--- config.mk ---
export PLATFORM = sky130hd
export DESIGN_NAME = ca_cfar_detector
export DESIGN_NICKNAME = d
export VERILOG_FILES = /design/src/rtl/cfar_pkg.sv /design/src/rtl/cfar_threshold_cmp.sv /design/src/rtl/ca_cfar_detector.sv
export SDC_FILE = /design/constraint.sdc
export NUM_CORES = 2
export LEC_CHECK = 0
export CAP_MARGIN = 10
export CORE_MARGIN = 8
export CORE_UTILIZATION = 35
export DETAILED_ROUTE_END_ITERATION = 8
export GPL_ROUTABILITY_DRIVEN = 1
export MAX_ROUTING_LAYER = met4
export PLACE_DENSITY = 0.5
export SETUP_SLACK_MARGIN = 0.15
export SYNTH_ARGS = -nofsm -noshare
export SYNTH_HDL_FRONTEND = slang
export SYNTH_SLANG_ARGS = --single-unit
--- constraint.sdc ---
create_clock -name clk -period 11.1 [get_ports clk]
set_input_delay 2.775 -clock clk [delete_from_list [all_inputs] [get_ports clk]]
set_output_delay 2.775 -clock clk [all_outputs]
set_load 0.01 [all_outputs]
--- src/rtl/cfar_pkg.sv ---
// Shared cell type, FSM state and size helpers for the CA-CFAR detector.
package cfar_pkg;

  localparam int CELL_DATA_W = 32;
  localparam int CELL_IDX_W  = 16;

  typedef struct packed {
    logic [CELL_DATA_W-1:0] power;
    logic                   valid;
    logic [CELL_IDX_W-1:0]  idx;
    logic                   last;
  } cell_t;

  typedef enum logic {
    RUN   = 1'b0,
    FLUSH = 1'b1
  } state_t;

  function automatic int calc_c(input int guard, input int train);
    return guard + train;
  endfunction

  function automatic int calc_w(input int guard, input int train);
    return 2 * (guard + train) + 1;
  endfunction

  function automatic int calc_ns_w(input int data_w, input int train);
    return data_w + $clog2(2 * train);
  endfunction

endpackage

--- src/rtl/cfar_threshold_cmp.sv ---
// Detection decision: CUT power scaled by the training-cell count against
// noise_sum * alpha, compared strictly at full width.
module cfar_threshold_cmp
  import cfar_pkg::*;
#(
  parameter int DATA_W     = CELL_DATA_W,
  parameter int TRAIN      = 8,
  parameter int ALPHA_FRAC = 4,
  parameter int NS_W       = calc_ns_w(DATA_W, TRAIN)
) (
  input  logic [DATA_W-1:0] power,
  input  logic [NS_W-1:0]   noise_sum,
  input  logic [7:0]        alpha,
  input  logic              win_edge,
  output logic              det
);

  localparam int L_W   = $clog2(2 * TRAIN);
  localparam int CMP_W = NS_W + 8 + ALPHA_FRAC;

  logic [CMP_W-1:0] scaled_power;
  logic [CMP_W-1:0] scaled_noise;

  // Shifting by log2(2*TRAIN) turns the mean comparison into a sum comparison.
  assign scaled_power = CMP_W'(power) << (ALPHA_FRAC + L_W);
  assign scaled_noise = CMP_W'(noise_sum) * CMP_W'(alpha);
  assign det          = !win_edge && (scaled_power > scaled_noise);

endmodule

--- src/rtl/ca_cfar_detector.sv ---
// CA-CFAR detector: delay line with running lead/lag training sums, a single-entry
// output register, and a bubble flush that drains the tail of each frame.
//
// state | meaning
// RUN   | accepting cells, one shift per accepted cell
// FLUSH | shifting bubbles in to emit the frame tail; input held off
module ca_cfar_detector
  import cfar_pkg::*;
#(
  parameter int  DATA_W     = CELL_DATA_W,
  parameter int  GUARD      = 2,
  parameter int  TRAIN      = 8,
  parameter int  IDX_W      = CELL_IDX_W,
  parameter int  ALPHA_FRAC = 4,
  localparam int NS_W       = calc_ns_w(DATA_W, TRAIN)
) (
  input  logic              clk,
  input  logic              rst_n,
  input  logic [7:0]        alpha,
  input  logic              in_valid,
  output logic              in_ready,
  input  logic [DATA_W-1:0] in_power,
  input  logic              in_last,
  output logic              out_valid,
  input  logic              out_ready,
  output logic [DATA_W-1:0] out_power,
  output logic [NS_W-1:0]   out_noise_sum,
  output logic              out_det,
  output logic              out_edge,
  output logic [IDX_W-1:0]  out_idx,
  output logic              out_last
);

  localparam int W     = calc_w(GUARD, TRAIN);
  localparam int C     = calc_c(GUARD, TRAIN);
  localparam int CNT_W = $clog2(C + 1);

  state_t            state, state_nx;
  cell_t             line [W];
  cell_t             new_cell;
  logic              run_en;
  logic              frame_start;
  logic [7:0]        alpha_q;
  logic [IDX_W-1:0]  idx_cnt;
  logic [CNT_W-1:0]  flush_cnt;
  logic [NS_W-1:0]   lead_sum, lag_sum, lead_nx, lag_nx, noise_nx;
  logic              shift, accept, flush_done, load, win_edge, det_nx;
  logic [DATA_W-1:0] cut_power;

  function automatic logic [NS_W-1:0] cell_val(input cell_t c);
    return c.valid ? NS_W'(c.power) : '0;
  endfunction

  always_ff @(posedge clk or negedge rst_n) begin
    if (!rst_n) state <= RUN;
    else        state <= state_nx;
  end

  always_comb begin
    state_nx   = state;
    in_ready   = 1'b0;
    shift      = 1'b0;
    flush_done = 1'b0;
    case (state)
      RUN: begin
        in_ready = run_en && (!out_valid || out_ready);
        shift    = in_valid && in_ready;
        if (shift && in_last) state_nx = FLUSH;
      end
      FLUSH: begin
        shift = !out_valid || out_ready;
        if (shift && flush_cnt == CNT_W'(1)) begin
          flush_done = 1'b1;
          state_nx   = RUN;
        end
      end
      default: state_nx = RUN;
    endcase
  end

  assign accept = (state == RUN) && shift;

  always_comb begin
    new_cell = '0;
    if (state == RUN) begin
      new_cell.power = CELL_DATA_W'(in_power);
      new_cell.valid = 1'b1;
      new_cell.idx   = CELL_IDX_W'(idx_cnt);
      new_cell.last  = in_last;
    end
  end

  // Post-shift sums and window occupancy, read from the pre-shift line.
  always_comb begin
    lead_nx  = lead_sum + cell_val(new_cell) - cell_val(line[TRAIN-1]);
    lag_nx   = lag_sum + cell_val(line[C+GUARD]) - cell_val(line[W-1]);
    noise_nx = lead_nx + lag_nx;
    win_edge = !new_cell.valid;
    for (int k = 0; k < TRAIN - 1; k++) win_edge = win_edge | !line[k].valid;
    for (int k = C + GUARD; k < W - 1; k++) win_edge = win_edge | !line[k].valid;
  end

  assign cut_power = DATA_W'(line[C-1].power);
  assign load      = shift && line[C-1].valid;

  cfar_threshold_cmp #(
    .DATA_W    (DATA_W),
    .TRAIN     (TRAIN),
    .ALPHA_FRAC(ALPHA_FRAC),
    .NS_W      (NS_W)
  ) u_cmp (
    .power    (cut_power),
    .noise_sum(noise_nx),
    .alpha    (alpha_q),
    .win_edge (win_edge),
    .det      (det_nx)
  );

  always_ff @(posedge clk or negedge rst_n) begin
    if (!rst_n) begin
      for (int k = 0; k < W; k++) line[k] <= '0;
      lead_sum <= '0;
      lag_sum  <= '0;
    end else if (shift) begin
      if (flush_done) begin
        for (int k = 0; k < W; k++) line[k] <= '0;
        lead_sum <= '0;
        lag_sum  <= '0;
      end else begin
        line[0] <= new_cell;
        for (int k = 1; k < W; k++) line[k] <= line[k-1];
        lead_sum <= lead_nx;
        lag_sum  <= lag_nx;
      end
    end
  end

  always_ff @(posedge clk or negedge rst_n) begin
    if (!rst_n) begin
      run_en      <= 1'b0;
      frame_start <= 1'b1;
      alpha_q     <= '0;
      idx_cnt     <= '0;
      flush_cnt   <= '0;
    end else begin
      run_en <= 1'b1;
      if (accept) begin
        idx_cnt     <= in_last ? '0 : idx_cnt + IDX_W'(1);
        frame_start <= in_last;
        if (frame_start) alpha_q <= alpha;
        if (in_last) flush_cnt <= CNT_W'(C);
      end else if (state == FLUSH && shift) begin
        flush_cnt <= flush_cnt - CNT_W'(1);
      end
    end
  end

  always_ff @(posedge clk or negedge rst_n) begin
    if (!rst_n) begin
      out_valid     <= 1'b0;
      out_power     <= '0;
      out_noise_sum <= '0;
      out_det       <= 1'b0;
      out_edge      <= 1'b0;
      out_idx       <= '0;
      out_last      <= 1'b0;
    end else if (load) begin
      out_valid     <= 1'b1;
      out_power     <= cut_power;
      out_noise_sum <= noise_nx;
      out_det       <= det_nx;
      out_edge      <= win_edge;
      out_idx       <= IDX_W'(line[C-1].idx);
      out_last      <= line[C-1].last;
    end else if (out_ready) begin
      out_valid <= 1'b0;
    end
  end

endmodule
==> impl_metrics.yaml <==
status:
  status: "finished with violations"
  violations: "setup timing"
flow_run:
  maxCapViolCount: 0
worst_setup_path:
  crit_path_max_fanout: 5
  cp_common_cell: "buf_4"
  r2r_cells: 52
  r2r-end: "out_det"
  cpMaxStageDelayCell: "fa_1"
  cp-end-kind: "register"
  max_stage_delay_ns: 0.52
  cp_data_arrival_time_ns: 12.58
  rrSetupSlack_ns: 0.21
  start_kind: "input port"
  path_class: "in2reg"
  r2r_start: "line[17]"
  required_ns: 11.71
sta:
  slew_violations: 0
  setup_slack_ns: -0.872
  grt_setup_unrepaired: "yes"
  worst-slew-pin-transition_ns: 1.23
  post-route-period-util: 1.08
  period_minus_slack_ns: 11.97
  hold_viol: 0
  final.setup.tns_ns: -0.872
  clock_skew_ns: 0.0516
  setup_viol: 1
  fmax_mhz: 83.5
  slew_headroom: 0.181
detailed_routing:
  vias_per_cell: 4.88
  wl_per_cell_um: 18.2
  drc: 0
  drtAntennaViolNets: 0
  vias: 45297
  first_pass_iters: 5
  totalWireLength_um: 169000
  first_iter_violations: 3593
synth:
  synth-edff-count: 0
  yosysWarningCount: 0
  synth_ff_type: "dfrtp_1"
  syn_inst: 6563
  synthTopCellsByCount: "nand2_1 (2,143), dfrtp_1 (1,053), nand3_1 (838)"
  synth_area_leaders: "dfrtp_1 (45%), nand2_1 (14%), fa_1 (9.3%), nand3_1 (7.2%), ha_1 (4.4%)"
  synth_adder_area_share: 0.137
  synth-simple-area-share: 0.260
  synth_area_per_cell_um2: 8.85
  seq_area_frac_synth: 0.454
  ys_types: 81
  synth_top_family_by_area: "simple AND/OR/NAND/NOR gates"
  syn_area_um2: 58100
  synth-compound-area-share: 0.0692
  synthXorXnorAreaFrac: 0.0229
  yosysTopAreaCell: "dfrtp_1"
  synthMuxAreaShare: 0.00528
  synth-seq-cells: 1054
  synth_top_area_frac: 0.454
  syn_nets: 7083
  synth.most_common_cell: "nand2_1"
  synth-async-reset-ratio: 1.00
floorplan:
  die_y_um: 423
  dieArea_um2: 179000
  num_io_pins: 134
  die_x_um: 423
  start_util: 0.352
  core_area_um2: 165000
  rows: 149
global_routing:
  grt_max_degree: 217
  track_usage: 0.191
  grt_pass1_wl_um: 269000
  grt_remaining_overflow: 0
  grt_pass1_vias: 45731
  antenna_found_initial: 8
placed_design:
  gp_routability_congestion: 0.884
  dpl_worst_slack_ns: -2.73
  portBuffers: 133
  hpwl_um: 115000
  dpl_cell_area_um2: 65100
final_layout:
  area.growth.synth_to_final_pct: 21.4
  drive_above_1_share: 0.141
  nets: 7518
  fillerInstances: 16486
  stdcell_area_um2: 70500
clock_network:
  htreeDepth: 3
  cts-root-buf: "clkbuf_16"
  cts.clk_slew.worst_paths_ns: 0.06
  cts.sinks: 1054
  cts_max_path_buffers: 3
  clk-insertion-delay-late_ns: 0.77
  holdBufCountCts: 0
  cts-buffers-inserted: 118
  cts_tree: "built"
hold_path:
  hold_path_depth: 2
  hp-start: "line[32]"
  hp-class: "reg2reg"
  holdPathEnd: "line[32]"
final cells by class:
class	count	area, um^2	area share
Antenna cell	1	2.50	0.0000355
Clock buffer	168	3450	0.0489
Clock inverter	49	696	0.00987
Inverter	419	1570	0.0223
Multi-Input combinational cell	4715	29900	0.424
Sequential cell	1054	26400	0.374
Tap cell	2189	2740	0.0388
Timing Repair Buffer	690	5750	0.0816
metrics by stage:
stage	std cells	utilization	hold slack (ns)
finish	9285	0.428	0.457
global route	9284	0.428	0.476
CTS	9272	0.426	0.461
detailed placement	9021	0.395	0.448
global placement	9021	0.395	0.441
floorplan	6563	-	0.430
state kept, by name (all words and copies together) (netlist names):
name           flops
alpha_q            8
cut_power         32
flush_cnt          4
frame_start        1
idx_cnt           16
lag_sum           36
lead_sum          36
line             831
out_det            1
out_edge           1
out_idx           16
out_last           1
out_noise_sum     36
out_power         32
out_valid          1
run_en             1
state              1
worst max-delay path by stage:
stage,from,to,slack (ns),depth (start not counted)
finish,in_power[4],out_det,-0.87,54
global route,in_power[1],out_det,-1.32,53
CTS,in_power[1],out_det,-0.94,54
detailed placement,in_power[1],out_det,-2.73,48
global placement,in_power[1],out_det,-2.70,48
floorplan,in_power[3],out_det,-0.82,48
routing by layer:
metal  global-route usage  part of all wire  vias to the layer above
li1                     -                 -                    22025
met1                0.273              0.49                    22361
met2                0.288              0.45                      673
met3               0.0238             0.036                      238
met4               0.0527             0.029                        0
met5                    -                 0                        -
layout by cell type (no fill, tap or decap), types with 11 or more instances in the layout:
master,instances
nand2b_1,19
and3_1,13
clkinv_2,25
nand4_1,35
clkbuf_16,118
clkdlybuf4s50_1,113
xnor2_1,66
o21a_1,26
ha_4,28
dfrtp_1,1051
fa_1,265
nor3_1,13
a21o_1,100
buf_4,529
a22o_1,59
inv_1,414
xor2_1,48
clkbuf_1,19
o21bai_1,23
xnor2_2,18
and2_4,11
ha_1,177
nand2_1,2134
a21oi_1,112
o21ai_0,115
nor2_1,71
buf_12,20
a21oi_2,28
and2_1,248
o21ai_1,11
mux2_2,20
clkbuf_8,31
bufinv_16,12
nand3_1,837
nor2b_1,26
kinds of logic (layout without fill, tap and decap cells):
logic type | Yosys count | in the layout
mux | 28 | 28
flops | 1054 | 1054
fa+ha+maj | 475 | 475
compound gates | 597 | 597
buf+inv | 794 | 1326
xor+xnor | 147 | 147
simple gates | 3467 | 3467
other cells | 1 | 2
worst max-delay path: cells and delay by family:
kind,cells,cell delay (ns)
adders and majority gates,9,3.41
xor gates and xnor gates,3,0.34
and+or+nand+nor,12,1.65
AOI/OAI and AO/OA,17,2.80
buffers and inverters,13,1.61
timing repair:
action,CTS,global route
endpoints found under the setup margin,1,1
buffers inserted,34,12
pin swaps,107,79
resized for setup,159,77
Power is not shown: default switching activity piles up to over one toggle a cycle in this logic, so the estimate is an artifact.
